## src/rtl/neurex_gemm_seq_pkg.sv

```systemverilog
// Shared types for the GEMM job sequencer: FSM state encoding and drain-length helper.
package neurex_pkg;

  typedef enum logic [2:0] {
    ST_IDLE,
    ST_STREAM,
    ST_DRAIN,
    ST_WB,
    ST_FIN,
    ST_ERR
  } seq_state_e;

  // Cycles for the last operand beat to ripple through the skewed array.
  function automatic int drain_cyc(input int sys_row, input int sys_col);
    return sys_row + sys_col - 1;
  endfunction

endpackage

```

## src/rtl/neurex_gemm_seq_if.sv

```systemverilog
// Job/control bus of the GEMM sequencer: job request, array beat strobes and tile writeback handshake.
interface neurex_gemm_seq_if #(
  parameter int DATA_WIDTH = 16,
  parameter int ADDR_WIDTH = 16
);
  logic                  start;
  logic                  abort;
  logic [DATA_WIDTH-1:0] num_in;
  logic [DATA_WIDTH-1:0] num_common;
  logic [DATA_WIDTH-1:0] num_out;
  logic [ADDR_WIDTH-1:0] base_in;
  logic [ADDR_WIDTH-1:0] base_w;
  logic [ADDR_WIDTH-1:0] base_out;
  logic                  array_ready;
  logic                  in_en;
  logic                  w_en;
  logic [ADDR_WIDTH-1:0] in_addr;
  logic [ADDR_WIDTH-1:0] w_addr;
  logic                  acc_clr;
  logic                  out_valid;
  logic                  out_ready;
  logic [ADDR_WIDTH-1:0] out_addr;
  logic                  busy;
  logic                  done;
  logic                  cfg_err;

  modport master (
    output start, abort, num_in, num_common, num_out, base_in, base_w, base_out,
    output array_ready, out_ready,
    input  in_en, w_en, in_addr, w_addr, acc_clr, out_valid, out_addr, busy, done, cfg_err
  );

  modport slave (
    input  start, abort, num_in, num_common, num_out, base_in, base_w, base_out,
    input  array_ready, out_ready,
    output in_en, w_en, in_addr, w_addr, acc_clr, out_valid, out_addr, busy, done, cfg_err
  );
endinterface

```

## src/rtl/neurex_gemm_seq_nest_cnt.sv

```systemverilog
// Three-level nested wrap counter (k innermost, then to, then ti) advanced by one inc pulse per beat.
module neurex_nest_cnt #(
  parameter int W = 16
) (
  input  logic         clk,
  input  logic         rstn,
  input  logic         clr_i,
  input  logic         inc_i,
  input  logic [W-1:0] k_max_i,
  input  logic [W-1:0] to_max_i,
  input  logic [W-1:0] ti_max_i,
  output logic         k_first_o,
  output logic         k_last_o,
  output logic         to_last_o,
  output logic         wrap_o
);
  logic [W-1:0] max_v [3];
  logic [2:0]   last;

  assign max_v[0] = k_max_i;
  assign max_v[1] = to_max_i;
  assign max_v[2] = ti_max_i;

  genvar gi;
  for (gi = 0; gi < 3; gi++) begin : g_lvl
    logic [W-1:0] cnt_q;
    logic         step;

    // A level steps only when every inner level is at its limit.
    if (gi == 0) begin : g_base
      assign step = inc_i;
    end else begin : g_carry
      assign step = inc_i & (&last[gi-1:0]);
    end

    assign last[gi] = (cnt_q == max_v[gi]);

    always_ff @(posedge clk or negedge rstn) begin
      if (!rstn)        cnt_q <= '0;
      else if (clr_i)   cnt_q <= '0;
      else if (step)    cnt_q <= last[gi] ? '0 : cnt_q + 1'b1;
    end
  end

  assign k_first_o = (g_lvl[0].cnt_q == '0);
  assign k_last_o  = last[0];
  assign to_last_o = last[1];
  assign wrap_o    = inc_i & (&last);
endmodule

```

## src/rtl/neurex_gemm_seq.sv

```systemverilog
// GEMM job sequencer: walks output tiles of a systolic array, streams operand addresses, drains, hands off tiles.
module neurex_gemm_seq
  import neurex_pkg::*;
#(
  parameter int SYS_ROW    = 4,
  parameter int SYS_COL    = 4,
  parameter int DATA_WIDTH = 16,
  parameter int ADDR_WIDTH = 16
) (
  input  logic               clk,
  input  logic               rstn,
  neurex_gemm_seq_if.slave   bus
);
  localparam int DRAIN_CYC = drain_cyc(SYS_ROW, SYS_COL);
  localparam int DCW       = $clog2(DRAIN_CYC + 1);

  seq_state_e            state_q, state_d;
  logic                  accept, bad_cfg, beat;
  logic                  k_first, k_last, to_last, wrap;
  logic [DATA_WIDTH-1:0] k_max_q, to_max_q, ti_max_q;
  logic [ADDR_WIDTH-1:0] nc_step_q, base_w_q, in_row_q, w_row_q;
  logic [ADDR_WIDTH-1:0] in_addr_q, w_addr_q, out_addr_q;
  logic [ADDR_WIDTH-1:0] in_row_nx, w_row_nx;
  logic [DCW-1:0]        dcnt_q;
  logic                  job_last_q, wrap_to_q, cfg_err_q;

  assign bad_cfg = (bus.num_in == '0) || (bus.num_common == '0) || (bus.num_out == '0)
                || ((bus.num_in  % DATA_WIDTH'(SYS_ROW)) != '0)
                || ((bus.num_out % DATA_WIDTH'(SYS_COL)) != '0);
  assign accept  = (state_q == ST_IDLE) && bus.start && !bus.abort;
  assign beat    = (state_q == ST_STREAM) && bus.array_ready;

  neurex_nest_cnt #(.W(DATA_WIDTH)) u_nest (
    .clk       (clk),
    .rstn      (rstn),
    .clr_i     (accept),
    .inc_i     (beat),
    .k_max_i   (k_max_q),
    .to_max_i  (to_max_q),
    .ti_max_i  (ti_max_q),
    .k_first_o (k_first),
    .k_last_o  (k_last),
    .to_last_o (to_last),
    .wrap_o    (wrap)
  );

  always_ff @(posedge clk or negedge rstn) begin
    if (!rstn) state_q <= ST_IDLE;
    else       state_q <= state_d;
  end

  always_comb begin
    state_d = state_q;
    unique case (state_q)
      ST_IDLE:   if (accept) state_d = bad_cfg ? ST_ERR : ST_STREAM;
      ST_STREAM: if (beat && k_last) state_d = ST_DRAIN;
      ST_DRAIN:  if (dcnt_q == DCW'(DRAIN_CYC - 1)) state_d = ST_WB;
      ST_WB:     if (bus.out_ready) state_d = job_last_q ? ST_FIN : ST_STREAM;
      ST_FIN:    state_d = ST_IDLE;
      ST_ERR:    state_d = ST_IDLE;
      default:   state_d = ST_IDLE;
    endcase
    if (bus.abort && (state_q != ST_IDLE)) state_d = ST_IDLE;
  end

  always_comb begin
    bus.in_en     = beat;
    bus.w_en      = beat;
    bus.acc_clr   = beat && k_first;
    bus.out_valid = (state_q == ST_WB);
    bus.busy      = (state_q != ST_IDLE);
    bus.done      = ((state_q == ST_FIN) || (state_q == ST_ERR)) && !bus.abort;
  end

  // Row bases for the next tile: a finished output-column sweep moves down one input tile row.
  assign in_row_nx = wrap_to_q ? in_row_q + nc_step_q : in_row_q;
  assign w_row_nx  = wrap_to_q ? base_w_q : w_row_q + nc_step_q;

  always_ff @(posedge clk or negedge rstn) begin
    if (!rstn) begin
      k_max_q    <= '0;
      to_max_q   <= '0;
      ti_max_q   <= '0;
      nc_step_q  <= '0;
      base_w_q   <= '0;
      in_row_q   <= '0;
      w_row_q    <= '0;
      in_addr_q  <= '0;
      w_addr_q   <= '0;
      out_addr_q <= '0;
      dcnt_q     <= '0;
      job_last_q <= 1'b0;
      wrap_to_q  <= 1'b0;
      cfg_err_q  <= 1'b0;
    end else begin
      dcnt_q <= (state_q == ST_DRAIN) ? dcnt_q + 1'b1 : '0;
      if (accept) begin
        cfg_err_q  <= bad_cfg;
        k_max_q    <= bus.num_common - DATA_WIDTH'(1);
        to_max_q   <= (bus.num_out / DATA_WIDTH'(SYS_COL)) - DATA_WIDTH'(1);
        ti_max_q   <= (bus.num_in / DATA_WIDTH'(SYS_ROW)) - DATA_WIDTH'(1);
        nc_step_q  <= ADDR_WIDTH'(bus.num_common);
        base_w_q   <= bus.base_w;
        in_row_q   <= bus.base_in;
        w_row_q    <= bus.base_w;
        in_addr_q  <= bus.base_in;
        w_addr_q   <= bus.base_w;
        out_addr_q <= bus.base_out;
        job_last_q <= 1'b0;
        wrap_to_q  <= 1'b0;
      end else if (beat) begin
        // The last k beat leaves addresses parked for the drain; tile position is remembered instead.
        if (k_last) begin
          job_last_q <= wrap;
          wrap_to_q  <= to_last;
        end else begin
          in_addr_q <= in_addr_q + 1'b1;
          w_addr_q  <= w_addr_q + 1'b1;
        end
      end else if ((state_q == ST_WB) && bus.out_ready && !job_last_q) begin
        in_row_q   <= in_row_nx;
        w_row_q    <= w_row_nx;
        in_addr_q  <= in_row_nx;
        w_addr_q   <= w_row_nx;
        out_addr_q <= out_addr_q + 1'b1;
      end
    end
  end

  assign bus.in_addr  = in_addr_q;
  assign bus.w_addr   = w_addr_q;
  assign bus.out_addr = out_addr_q;
  assign bus.cfg_err  = cfg_err_q;
endmodule

```

## src/flat_wrapper.sv

```systemverilog
// flat-port wrapper written by rule: the top's interface ports become plain ports
module neurex_gemm_seq_flat import neurex_pkg::*;
#(
  parameter int SYS_ROW    = 4,
  parameter int SYS_COL    = 4,
  parameter int DATA_WIDTH = 16,
  parameter int ADDR_WIDTH = 16
)
  (clk, rstn, bus_start, bus_abort, bus_num_in, bus_num_common, bus_num_out, bus_base_in, bus_base_w, bus_base_out, bus_array_ready, bus_out_ready, bus_in_en, bus_w_en, bus_in_addr, bus_w_addr, bus_acc_clr, bus_out_valid, bus_out_addr, bus_busy, bus_done, bus_cfg_err);
  neurex_gemm_seq_if #(.DATA_WIDTH(DATA_WIDTH), .ADDR_WIDTH(ADDR_WIDTH)) bus_i ();
  input  logic clk;
  input  logic rstn;
  input wire logic [$bits(bus_i.start)-1:0] bus_start;
  input wire logic [$bits(bus_i.abort)-1:0] bus_abort;
  input wire logic [$bits(bus_i.num_in)-1:0] bus_num_in;
  input wire logic [$bits(bus_i.num_common)-1:0] bus_num_common;
  input wire logic [$bits(bus_i.num_out)-1:0] bus_num_out;
  input wire logic [$bits(bus_i.base_in)-1:0] bus_base_in;
  input wire logic [$bits(bus_i.base_w)-1:0] bus_base_w;
  input wire logic [$bits(bus_i.base_out)-1:0] bus_base_out;
  input wire logic [$bits(bus_i.array_ready)-1:0] bus_array_ready;
  input wire logic [$bits(bus_i.out_ready)-1:0] bus_out_ready;
  output wire logic [$bits(bus_i.in_en)-1:0] bus_in_en;
  output wire logic [$bits(bus_i.w_en)-1:0] bus_w_en;
  output wire logic [$bits(bus_i.in_addr)-1:0] bus_in_addr;
  output wire logic [$bits(bus_i.w_addr)-1:0] bus_w_addr;
  output wire logic [$bits(bus_i.acc_clr)-1:0] bus_acc_clr;
  output wire logic [$bits(bus_i.out_valid)-1:0] bus_out_valid;
  output wire logic [$bits(bus_i.out_addr)-1:0] bus_out_addr;
  output wire logic [$bits(bus_i.busy)-1:0] bus_busy;
  output wire logic [$bits(bus_i.done)-1:0] bus_done;
  output wire logic [$bits(bus_i.cfg_err)-1:0] bus_cfg_err;
  assign bus_i.start = bus_start;
  assign bus_i.abort = bus_abort;
  assign bus_i.num_in = bus_num_in;
  assign bus_i.num_common = bus_num_common;
  assign bus_i.num_out = bus_num_out;
  assign bus_i.base_in = bus_base_in;
  assign bus_i.base_w = bus_base_w;
  assign bus_i.base_out = bus_base_out;
  assign bus_i.array_ready = bus_array_ready;
  assign bus_i.out_ready = bus_out_ready;
  assign bus_in_en = bus_i.in_en;
  assign bus_w_en = bus_i.w_en;
  assign bus_in_addr = bus_i.in_addr;
  assign bus_w_addr = bus_i.w_addr;
  assign bus_acc_clr = bus_i.acc_clr;
  assign bus_out_valid = bus_i.out_valid;
  assign bus_out_addr = bus_i.out_addr;
  assign bus_busy = bus_i.busy;
  assign bus_done = bus_i.done;
  assign bus_cfg_err = bus_i.cfg_err;
  neurex_gemm_seq #(.SYS_ROW(SYS_ROW), .SYS_COL(SYS_COL), .DATA_WIDTH(DATA_WIDTH), .ADDR_WIDTH(ADDR_WIDTH)) u_core (.clk(clk), .rstn(rstn), .bus(bus_i));
endmodule
```

## config.mk

```make
export PLATFORM = sky130hd
export DESIGN_NAME = neurex_gemm_seq_flat
export DESIGN_NICKNAME = d
export VERILOG_FILES = /design/src/rtl/neurex_gemm_seq_pkg.sv /design/src/rtl/neurex_gemm_seq_if.sv /design/src/rtl/neurex_gemm_seq_nest_cnt.sv /design/src/rtl/neurex_gemm_seq.sv /design/src/flat_wrapper.sv
export SDC_FILE = /design/constraint.sdc
export NUM_CORES = 1
export LEC_CHECK = 0
export ABC_AREA = 1
export BUFFER_PORTS_ARGS = -buffer_cell sky130_fd_sc_hd__buf_2
export CAP_MARGIN = 20
export CELL_PAD_IN_SITES_DETAIL_PLACEMENT = 2
export CELL_PAD_IN_SITES_GLOBAL_PLACEMENT = 2
export CORE_MARGIN = 8
export CORE_UTILIZATION = 34
export CTS_CLUSTER_DIAMETER = 80
export DETAILED_ROUTE_END_ITERATION = 16
export PLACE_DENSITY_LB_ADDON = 0.08
export SYNTH_ARGS = -nofsm -noshare
export SYNTH_HDL_FRONTEND = slang
export SYNTH_SLANG_ARGS = --single-unit
export TNS_END_PERCENT = 5
```

## constraint.sdc

```tcl
create_clock -name clk -period 2.2 [get_ports clk]
set_input_delay 0.22 -clock clk [delete_from_list [all_inputs] [get_ports clk]]
set_output_delay 0.22 -clock clk [all_outputs]
set_load 0.005 [all_outputs]
```

==> results.ini, run 1 <==
[worst_setup_path]
crit_fanout = 2
cp-start-kind = flop
critical_path_class = reg -> out
crit_required_ns = 1.98
critPathCaptureType = output port
worstPathCellList = inv_2 -> ha_4 -> nand4_1 -> nor4_2 -> nand3_1 -> nor2_2 -> buf_2
crit_slowest_cell = dfrtp_1
worstPathArrival_ns = 2.00
slowest_delay_ns = 0.40

[grt]
grt_overflow = 0
antenna_found_initial = 2
grt_max_degree = 92
grt_pass1_vias = 17560
grtUsageTotal_pct = 24.6
grt_pass1_wl_mm = 98.7

[layout]
instances_no_fill = 2920
multiInputGateArea_um2 = 8070
final.fill_count = 5036
regArea_um2 = 5380
final_common_cell = nand2_1
final_util_pct = 42.7
layout_common_cells = nand2_1, inv_1, dfrtp_1
area_delta_synth_final_pct = 25.0
drive_gt1_share_pct = 14.7
fin_nets = 2500

[worst_hold_path]
hold_class = in -> reg

[die]
chipHeight_um = 223
core_um2 = 42800
initial_utilization_pct = 34.2
io_pins = 157
placementRows = 76
die_width_um = 223
die_area_um2 = 49900

[route]
routed_via_density = 5.28
drt-initial-drc-count = 627
ant_nets = 0
firstDrtPassIters = 4
routedWlPerCell_um = 21.1
vias = 15416
drc_errors = 0
wl_mm = 61.7

[sta]
worstMarginPinSlew_ns = 0.613
fin_skew_ns = 0.0258
period_share_pct = 101
hold-worst-slack_ns = 0.0179
setup_slack_ns = -0.0227
finalSetupViolations = 1
fmax_mhz = 450
period_minus_slack_ns = 2.22
drv_slew = 0
rsz0062_at_grt = yes
slew_headroom_pct = 59.1
final-hold-violation-count = 0

[logic_synthesis]
async_flop_share_pct = 100
synth_area_per_cell_um2 = 6.93
synth-seq-cells = 215
syn_area_um2 = 14600
synth.distinct_cells = 52
synth_nets = 2259
synth_area_leaders = dfrtp_1, nand2_1, inv_1
synth_top_area_share_pct = 36.8
synth-edff-count = 0
synth.largest_area_cell = dfrtp_1
ys_seq_area_share_pct = 36.8
synthCells = 2110
ys_warn_count = 0
synth_flop_cell = dfrtp_1

[clocking]
cts_sinks = 215
cts_tree = done
clkTransAtPathRegs_ns = 0.06
clkLatencyLatePin_ns = 0.59
clock_path_buffers = 3
htreeDepth = 1
numCtsBuffers = 29
cts-root-buf = clkbuf_16

[flow_run]
drv_cap = 0

[status]
violations = setup timing
status = complete, but fails checks

[pwr]
ir_worst_vdd_uv = 475
powerDensity_nw_per_um2 = 1320
p_leak_nw = 9.02

[place]
dp_cells = 2791
place_congestion = 0.859
dp_hpwl_mm = 45.7
io_buffers = 156

==> through the flow <==
stage / setup WS (ns) / total power [mW] / setup TNS [ns] / area (µm²)
final: -0.0227 / 24.2 / -0.0227 / 18300
after global routing: -0.0968 / 26.2 / -0.439 / 18300
after CTS: -0.179 / 24.3 / -0.179 / 18200
after detailed placement: -0.0609 / 18.6 / -0.0609 / 16300
after global placement: 0.0973 / 17.9 / 0 / 16300
after floorplan: 0.346 / 14.1 / 0 / 14600
==> flip-flops by register name, indices dropped and copies added (netlist names), 3 cells and up <==
name	flops
u_core.nc_step_q	16
u_core.bus.out_addr	16
u_core.state_q	3
u_core.dcnt_q	3
u_core.k_max_q	16
u_core.bus.w_addr	16
u_core.w_row_q	16
u_core.to_max_q	15
u_core.u_nest.g_lvl.cnt_q	48
u_core.ti_max_q	15
u_core.base_w_q	16
u_core.in_row_q	16
u_core.bus.in_addr	16
==> where the power goes <==
part / internal [mW] / total (mW) / switching (mW)
Sequential: 5.44 / 7.12 / 1.68
Combinational: 4.47 / 11.9 / 7.41
Clock: 3.19 / 5.21 / 2.03
==> final timing paths <==
check,start,end,slack [ns],cells after the start
setup / recovery,u_core.u_nest.g_lvl[0].cnt_q[0],bus_acc_clr,-0.02,7
setup reg to reg,u_core.nc_step_q[12],u_core.bus.w_addr[13],0.05,10
min in group asynchronous,rstn,u_core.bus.out_addr[5],0.22,2
hold / removal,bus_num_in[15],u_core.ti_max_q[13],0.02,3
hold reg to reg,u_core.dcnt_q[0],u_core.dcnt_q[0],0.48,1
max in group asynchronous,rstn,u_core.nc_step_q[6],1.24,3
==> cells in the mapped netlist, types with 39 or more instances <==
master,n
ha_1,45
nand3_1,184
nor2_1,190
dfrtp_1,215
xor2_1,46
nand2_1,642
nand4_1,42
o21ai_0,105
a21oi_1,70
inv_1,249
nor3_1,39
xnor2_1,39
==> final cells by class <==
cell class | count | area share, %
well taps | 546 | 3.74
repair buffers | 285 | 11.6
inverters | 257 | 5.33
flip-flops and latches | 215 | 29.5
diodes | 1 | 0.0137
clock buffers | 38 | 4.43
clock inverters | 15 | 1.26
multi-input cells | 1563 | 44.2
==> timing repair <==
| action | in CTS | in global routing |
|---|---|---|
| setup buffers | 3 | 0 |
| pin swaps | 5 | 3 |
| hold endpoints to repair | 146 | 0 |
| setup endpoints to repair | 15 | 37 |
| gates resized for setup | 21 | 26 |
| hold buffers | 72 | 0 |
==> critical path, delay by kind of cell (launching register included) <==
kind	cells	cell delay (ns)
and+or+nand+nor	4	0.65
DFF	1	0.40
buffers and inverters	2	0.23
adders and majority gates	1	0.14
==> routing by layer <==
layer / global-route usage (%) / wire (µm) / vias up
met4: 7.94 / 2260 / 0
met1: 29.2 / 26200 / 7818
met2: 45.9 / 31700 / 221
li1: - / - / 7278
met3: 2.59 / 1550 / 99
met5: 0 / 0 / -
==> cells by family after synthesis <==
kind of cell	share of synthesized area, %
adder cells (fa/ha/maj)	4.13
AND/OR/NAND/NOR	34.1
buffers and inverters	9.12
multiplexers	0.137
flip-flops	36.8
XOR/XNOR	5.09
AO/OA/AOI/OAI	10.6
Power figures use the tool's default switching activity.
==> run 2, diff against run 1 <==
- SETUP_SLACK_MARGIN: default -> 0.2
==> run 2 against run 1 <==
- the run still ends with setup timing left
- first-iteration DRC count is 17% higher
- non-clock buffer count is 20 higher
- global-route usage is 1.3 points higher
- cell count is 0.68% higher
- sequential power is 4.1% higher
==> results.ini, run 2 (synthesis results as in run 1) <==
[worst_setup_path]
crit_fanout = 2  ; unchanged
slowest_delay_ns = 0.42  ; +0.02 ns
worstPathCellList = inv_2 -> ha_4 -> nand4_1 -> nor4_2 -> nand3_1 -> nor2_2 -> buf_2
critPathCaptureType = output port
critical_path_class = reg -> out
crit_buf_inv = 2  ; unchanged
crit_slowest_cell = dfrtp_1
worstPathArrival_ns = 2.01  ; about the same
crit_required_ns = 1.98  ; about the same
cp-start-kind = flop
r2r_start = u_core.u_nest.g_lvl[0].cnt_q[0]
path_delay_family = simple AND/OR/NAND/NOR gates
crit_path_start = u_core.u_nest.g_lvl[0].cnt_q[0]

[sta]
drv_slew = 0  ; unchanged
final-hold-violation-count = 0  ; unchanged
period_minus_slack_ns = 2.23  ; +0.00973 ns
finalSetupViolations = 4  ; +3
worstMarginPinSlew_ns = 0.629  ; +0.0158 ns
rsz0062_at_grt = yes
fin_skew_ns = 0.0236  ; -0.00221 ns
slew_headroom_pct = 58.1  ; -1.1 points
hold-worst-slack_ns = 0.0180  ; +0.0000547 ns
period_share_pct = 101  ; +0.44 points
fmax_mhz = 448  ; -0.44%
setup_slack_ns = -0.0325  ; -0.00973 ns

[flow_run]
drv_cap = 0  ; unchanged

[clocking]
cts-root-buf = clkbuf_16
clock_path_buffers = 3  ; unchanged
clkLatencyLatePin_ns = 0.59  ; about the same
clkTransAtPathRegs_ns = 0.06  ; about the same
cts_tree = done
numCtsBuffers = 29  ; unchanged
htreeDepth = 1  ; unchanged
cts_sinks = 215  ; unchanged

[layout]
drive_gt1_share_pct = 22.0  ; +7.3 points
fin_nets = 2520  ; +0.80%
largest_reg_flops = 48  ; unchanged
layout_common_cells = nand2_1, inv_1, dfrtp_1
final_area_um2 = 19500  ; +6.9%
area_delta_synth_final_pct = 33.6
final_common_cell = nand2_1
regMostFlops = u_core.u_nest.g_lvl.cnt_q

[grt]
grt_pass1_wl_mm = 103  ; +4.3%
grtUsageTotal_pct = 25.9  ; +1.3 points
grt_max_degree = 92  ; unchanged
grt_overflow = 0  ; unchanged
grt_pass1_vias = 17877  ; +1.8%
antenna_found_initial = 2  ; unchanged

[worst_hold_path]
hold_class = in -> reg
hp-start = bus_num_in[15]

[die]
placementRows = 76  ; unchanged
die_area_um2 = 49900  ; unchanged
initial_utilization_pct = 34.2  ; unchanged
die_width_um = 223  ; unchanged
io_pins = 157  ; unchanged
core_um2 = 42800  ; unchanged
chipHeight_um = 223  ; unchanged

[status]
violations = setup timing
status = complete, but fails checks

[pwr]
p_leak_nw = 9.33  ; +3.4%
powerDensity_nw_per_um2 = 1370  ; +3.3%
ir_worst_vdd_uv = 499  ; +5.1%

[place]
place_congestion = 0.859  ; unchanged
dp_hpwl_mm = 45.7  ; unchanged
io_buffers = 156  ; unchanged
placed_cell_area_um2 = 16300  ; unchanged

[route]
wl_mm = 67.1  ; +8.8%
drt-initial-drc-count = 733  ; +17%
drc_errors = 0  ; unchanged
ant_nets = 0  ; unchanged
routed_via_density = 5.36  ; +1.5%
routedWlPerCell_um = 22.8  ; +8.1%
vias = 15751  ; +2.2%
firstDrtPassIters = 5  ; +1

[run 2: cell types whose count changed in the layout (fill, tap and decap cells not counted), moves of 13 or more]
| cell | before | now |
|---|---|---|
| nor2_1 | 182 | 151 |
| nand2_2 | 5 | 35 |
| o21ai_0 | 104 | 91 |
| nand3_1 | 180 | 157 |
| ha_1 | 37 | 17 |
| nand2_1 | 638 | 593 |
| nor2_2 | 8 | 28 |
| nand3_2 | 5 | 20 |
| dfrtp_1 | 213 | 196 |
| dfrtp_2 | 2 | 19 |
| ha_4 | 4 | 27 |
[run 2: power by group]
group,internal (mW),switching (mW)
sequential,5.46,1.95
clock,3.19,2.07
combinational,5.56,8.49
total,14.2,12.5
[run 2: cell type report]
class	count	area, µm²
clock inverter	15	230
sequential	215	5400
timing repair buffer	305	2450
tap	546	683
fill	4906	23300
inverter	257	981
antenna	1	2.50
multi-input combinational	1563	8970
clock buffer	38	810
[run 2: metrics by stage]
stage          util [%]  std cells  setup slack [ns]  setup TNS [ns]  total power, mW
3_5_place_dp       38.1       2791           -0.0609         -0.0609             18.6
5_1_grt            45.6       2940            -0.134           -2.00             28.6
2_1_floorplan         -       2110             0.346               0             14.1
4_1_cts            43.8       2930            -0.179          -0.179             25.3
6_report           45.6       2940           -0.0325         -0.0463             26.7
3_3_place_gp       38.1       2791            0.0973               0             17.9
[run 2: what timing repair did]
action                                  4_1_cts  5_1_grt
pin swaps                                    20       54
gates cloned                                  3        2
resized for setup                           117      167
endpoints found under the hold margin       149        0
buffers inserted                              8        7
endpoints found under the setup margin       89      121
hold buffers                                 75        0
[run 2: layer usage]
layer	GRT usage, %	part of all wire (%)	vias to the layer above
li1	-	-	7337
met1	30.5	41	7993
met2	47.8	52	285
met3	2.88	3.2	136
met4	9.62	4.4	0
met5	0	0	-
[run 2: final timing paths]
path | end | cells after the start | slack (ns)
min in group asynchronous | u_core.bus.out_addr[1] | 2 | 0.22
max | bus_acc_clr | 7 | -0.03
min | u_core.ti_max_q[13] | 3 | 0.02
max reg2reg | u_core.u_nest.g_lvl[1].cnt_q[7] | 14 | -0.01
min reg2reg | u_core.dcnt_q[0] | 1 | 0.48
max in group asynchronous | u_core.bus.w_addr[6] | 3 | 1.22
[run 2: tightest hold or removal path, delay by kind of cell]
family,cells,cell delay (ns)
buffers and inverters,1,0.12
XOR/XNOR,1,0.14
AO/OA/AOI/OAI,1,0.08
==> run 3, diff against run 2 <==
--- a/constraint.sdc
+++ b/constraint.sdc
@@ -3,2 +3,2 @@
 set_output_delay 0.22 -clock clk [all_outputs]
-set_load 0.005 [all_outputs]
+set_load 0.05 [all_outputs]
==> run 3 against run 2 <==
- the flow still finishes with violations (setup timing)
- non-clock buffer count is 3 higher
- fmax is 4.9% lower
- sequential power shrank 0.5%
- clock skew down 0.0076 ns
- clock power fell by 3%
- first-iteration DRC count up 13%
==> results.ini, run 3 (synthesis results as in run 1) <==
[pwr]
ir_worst_vdd_uv = 546  ; +9.5%
clkPwrFrac_pct = 18.4  ; -1.3 points
powerDensity_nw_per_um2 = 1430  ; +4.6%
seq_power_share_pct = 26.7  ; -1.0 points
p_leak_nw = 9.26  ; -0.68%
internal-power_mw = 13.9  ; -2.0%
swShare_pct = 49.6  ; +2.8 points
combinationalPowerShare_pct = 54.9  ; +2.3 points
power_switching_mw = 13.7  ; +9.4%

[clocking]
clock_path_buffers = 3  ; unchanged
clkTransAtPathRegs_ns = 0.06  ; about the same
clkLatencyLatePin_ns = 0.59  ; about the same
numCtsBuffers = 29  ; unchanged
cts-root-buf = clkbuf_16
cts_tree = done
htreeDepth = 1  ; unchanged
cts_sinks = 215  ; unchanged

[die]
die_area_um2 = 49900  ; unchanged
chipHeight_um = 223  ; unchanged
initial_utilization_pct = 34.2  ; unchanged
io_pins = 157  ; unchanged
die_width_um = 223  ; unchanged
placementRows = 76  ; unchanged
core_um2 = 42800  ; unchanged

[sta]
fin_skew_ns = 0.0160  ; -0.00763 ns
rsz0062_at_grt = yes
finalSetupViolations = 7  ; +3
worstMarginPinSlew_ns = 0.558  ; -0.0711 ns
fmax_mhz = 426  ; -4.9%
setup_slack_ns = -0.147  ; -0.114 ns
period_share_pct = 107  ; +5.2 points
slew_headroom_pct = 62.4  ; +4.3 points
period_minus_slack_ns = 2.35  ; +0.114 ns
drv_slew = 0  ; unchanged
setup-tns-final_ns = -0.216  ; -0.170 ns
final-hold-violation-count = 0  ; unchanged

[route]
wl_mm = 65.8  ; -2.1%
ant_nets = 0  ; unchanged
routed_via_density = 5.34  ; -0.41%
drt-initial-drc-count = 825  ; +13%
firstDrtPassIters = 5  ; unchanged
routedWlPerCell_um = 22.4  ; -2.0%
vias = 15676  ; -0.48%
drc_errors = 0  ; unchanged

[layout]
area_delta_synth_final_pct = 32.0
instances_no_fill = 2938  ; -0.068%
drive_gt1_share_pct = 20.1  ; -2.0 points
regMostFlops = u_core.u_nest.g_lvl.cnt_q
layout_common_cells = nand2_1, inv_1, dfrtp_1
antenna_cells = 0  ; -1
largest_reg_flops = 48  ; unchanged
final_common_cell = nand2_1
final.fill_count = 4942  ; +0.73%
multiInputGateArea_um2 = 8750  ; -2.5%
fin_nets = 2523  ; +0.12%
regArea_um2 = 5400  ; unchanged

[grt]
grt_pass1_wl_mm = 100  ; -2.5%
grt_max_degree = 71  ; -23%
antenna_found_initial = 1  ; -1
grt_overflow = 0  ; unchanged
grt_pass1_vias = 17557  ; -1.8%
grtUsageTotal_pct = 25.3  ; -0.63 points

[worst_setup_path]
crit_fanout = 3  ; +1
critical_path_class = reg -> out
r2r-end = u_core.u_nest.g_lvl[1].cnt_q[2]
r2r_start = u_core.u_nest.g_lvl[0].cnt_q[1]
crit_required_ns = 1.98  ; about the same
critPathCaptureType = output port
worstPathCellList = inv_2 -> ha_4 -> nand4_1 -> nor4_2 -> nand3_1 -> nor2_2 -> buf_6 -> buf_12
crit_slowest_cell = dfrtp_1
path_depth = 8  ; +1
crit_buf_inv = 3  ; +1
ff2ff_path_depth = 13  ; -1
path_delay_family = simple AND/OR/NAND/NOR gates
cp-start-kind = flop
worstPathArrival_ns = 2.13  ; +0.12 ns
slowest_delay_ns = 0.42  ; about the same
r2r_slack_ns = -0.02  ; about the same

[worst_hold_path]
hold-path-endpoint = u_core.bus.out_addr[13]
hold_depth = 3  ; unchanged
hp-start = bus_base_out[13]
hold_class = in -> reg

[place]
dp_hpwl_mm = 46.4  ; +1.4%
dp_cells = 2801  ; +0.36%
place_congestion = 0.844  ; -1.7%
io_buffers = 156  ; unchanged

[flow_run]
drv_cap = 0  ; unchanged

[status]
status = complete, but fails checks
violations = setup timing

-- run 3: area by class of cell --
cell class	instances	share of cell area [%]
multi-input combinational	1563	45.3
timing repair buffer	308	12.9
tap	546	3.54
clock inverter	11	0.921
sequential	215	28.0
inverter	257	5.08
clock buffer	38	4.25
-- run 3: repair_timing --
action                                  4_1_cts  5_1_grt
gates resized for setup                      97      135
hold endpoints to repair                    145        0
endpoints found under the setup margin       85       99
hold buffers                                 74        0
setup buffers                                 5        5
pin swaps                                    11       42
gates cloned                                  1        3
-- run 3: per-stage QoR --
stage / setup slack (ns) / area, µm² / util, % / power (mW) / hold WS [ns]
detailed placement: 0.0537 / 16400 / 38.4 / 20.4 / 0.218
floorplan: 0.102 / 14600 / - / 15.7 / -0.0756
finish: -0.147 / 19300 / 45.1 / 27.6 / 0.0210
global placement: 0.0820 / 16400 / 38.4 / 19.8 / 0.215
CTS: -0.288 / 18700 / 43.7 / 26.7 / 0.00296
global route: -0.238 / 19300 / 45.1 / 29.5 / 0.0326
-- run 3: worst reg2reg max path: cells and delay by family, from the launching register on --
family / cells / cell delay [ns]
and+or+nand+nor: 8 / 0.77
buffers and inverters: 4 / 0.62
DFF: 1 / 0.41
AOI/OAI and AO/OA: 1 / 0.29
-- run 3: how the worst max path moves through the flow --
stage,startpoint,endpoint,slack [ns]
floorplan,u_core.state_q[1],bus_w_en,0.10
global placement,u_core.nc_step_q[0],u_core.bus.w_addr[8],0.08
detailed placement,u_core.state_q[1],u_core.bus.w_addr[3],0.05
CTS,u_core.u_nest.g_lvl[0].cnt_q[1],bus_acc_clr,-0.29
global route,u_core.u_nest.g_lvl[0].cnt_q[1],bus_acc_clr,-0.24
finish,u_core.u_nest.g_lvl[0].cnt_q[0],bus_acc_clr,-0.15
-- run 3: per-layer routing --
metal	share of wire [%]	global-route usage (%)	vias up
met2	52	46.8	259
met5	0	0	-
li1	-	-	7343
met1	42	29.9	7968
met3	2.6	2.67	106
met4	4.0	9.18	0
-- run 3: power by group through the flow --
| stage | Sequential (mW) | Clock [mW] | Combinational, mW |
|---|---|---|---|
| CTS | 7.30 | 5.18 | 14.2 |
| finish | 7.37 | 5.08 | 15.2 |
| floorplan | 8.02 | 0 | 7.68 |
| global placement | 7.10 | 0 | 12.7 |
| detailed placement | 7.18 | 0 | 13.2 |
| global route | 7.53 | 5.33 | 16.6 |
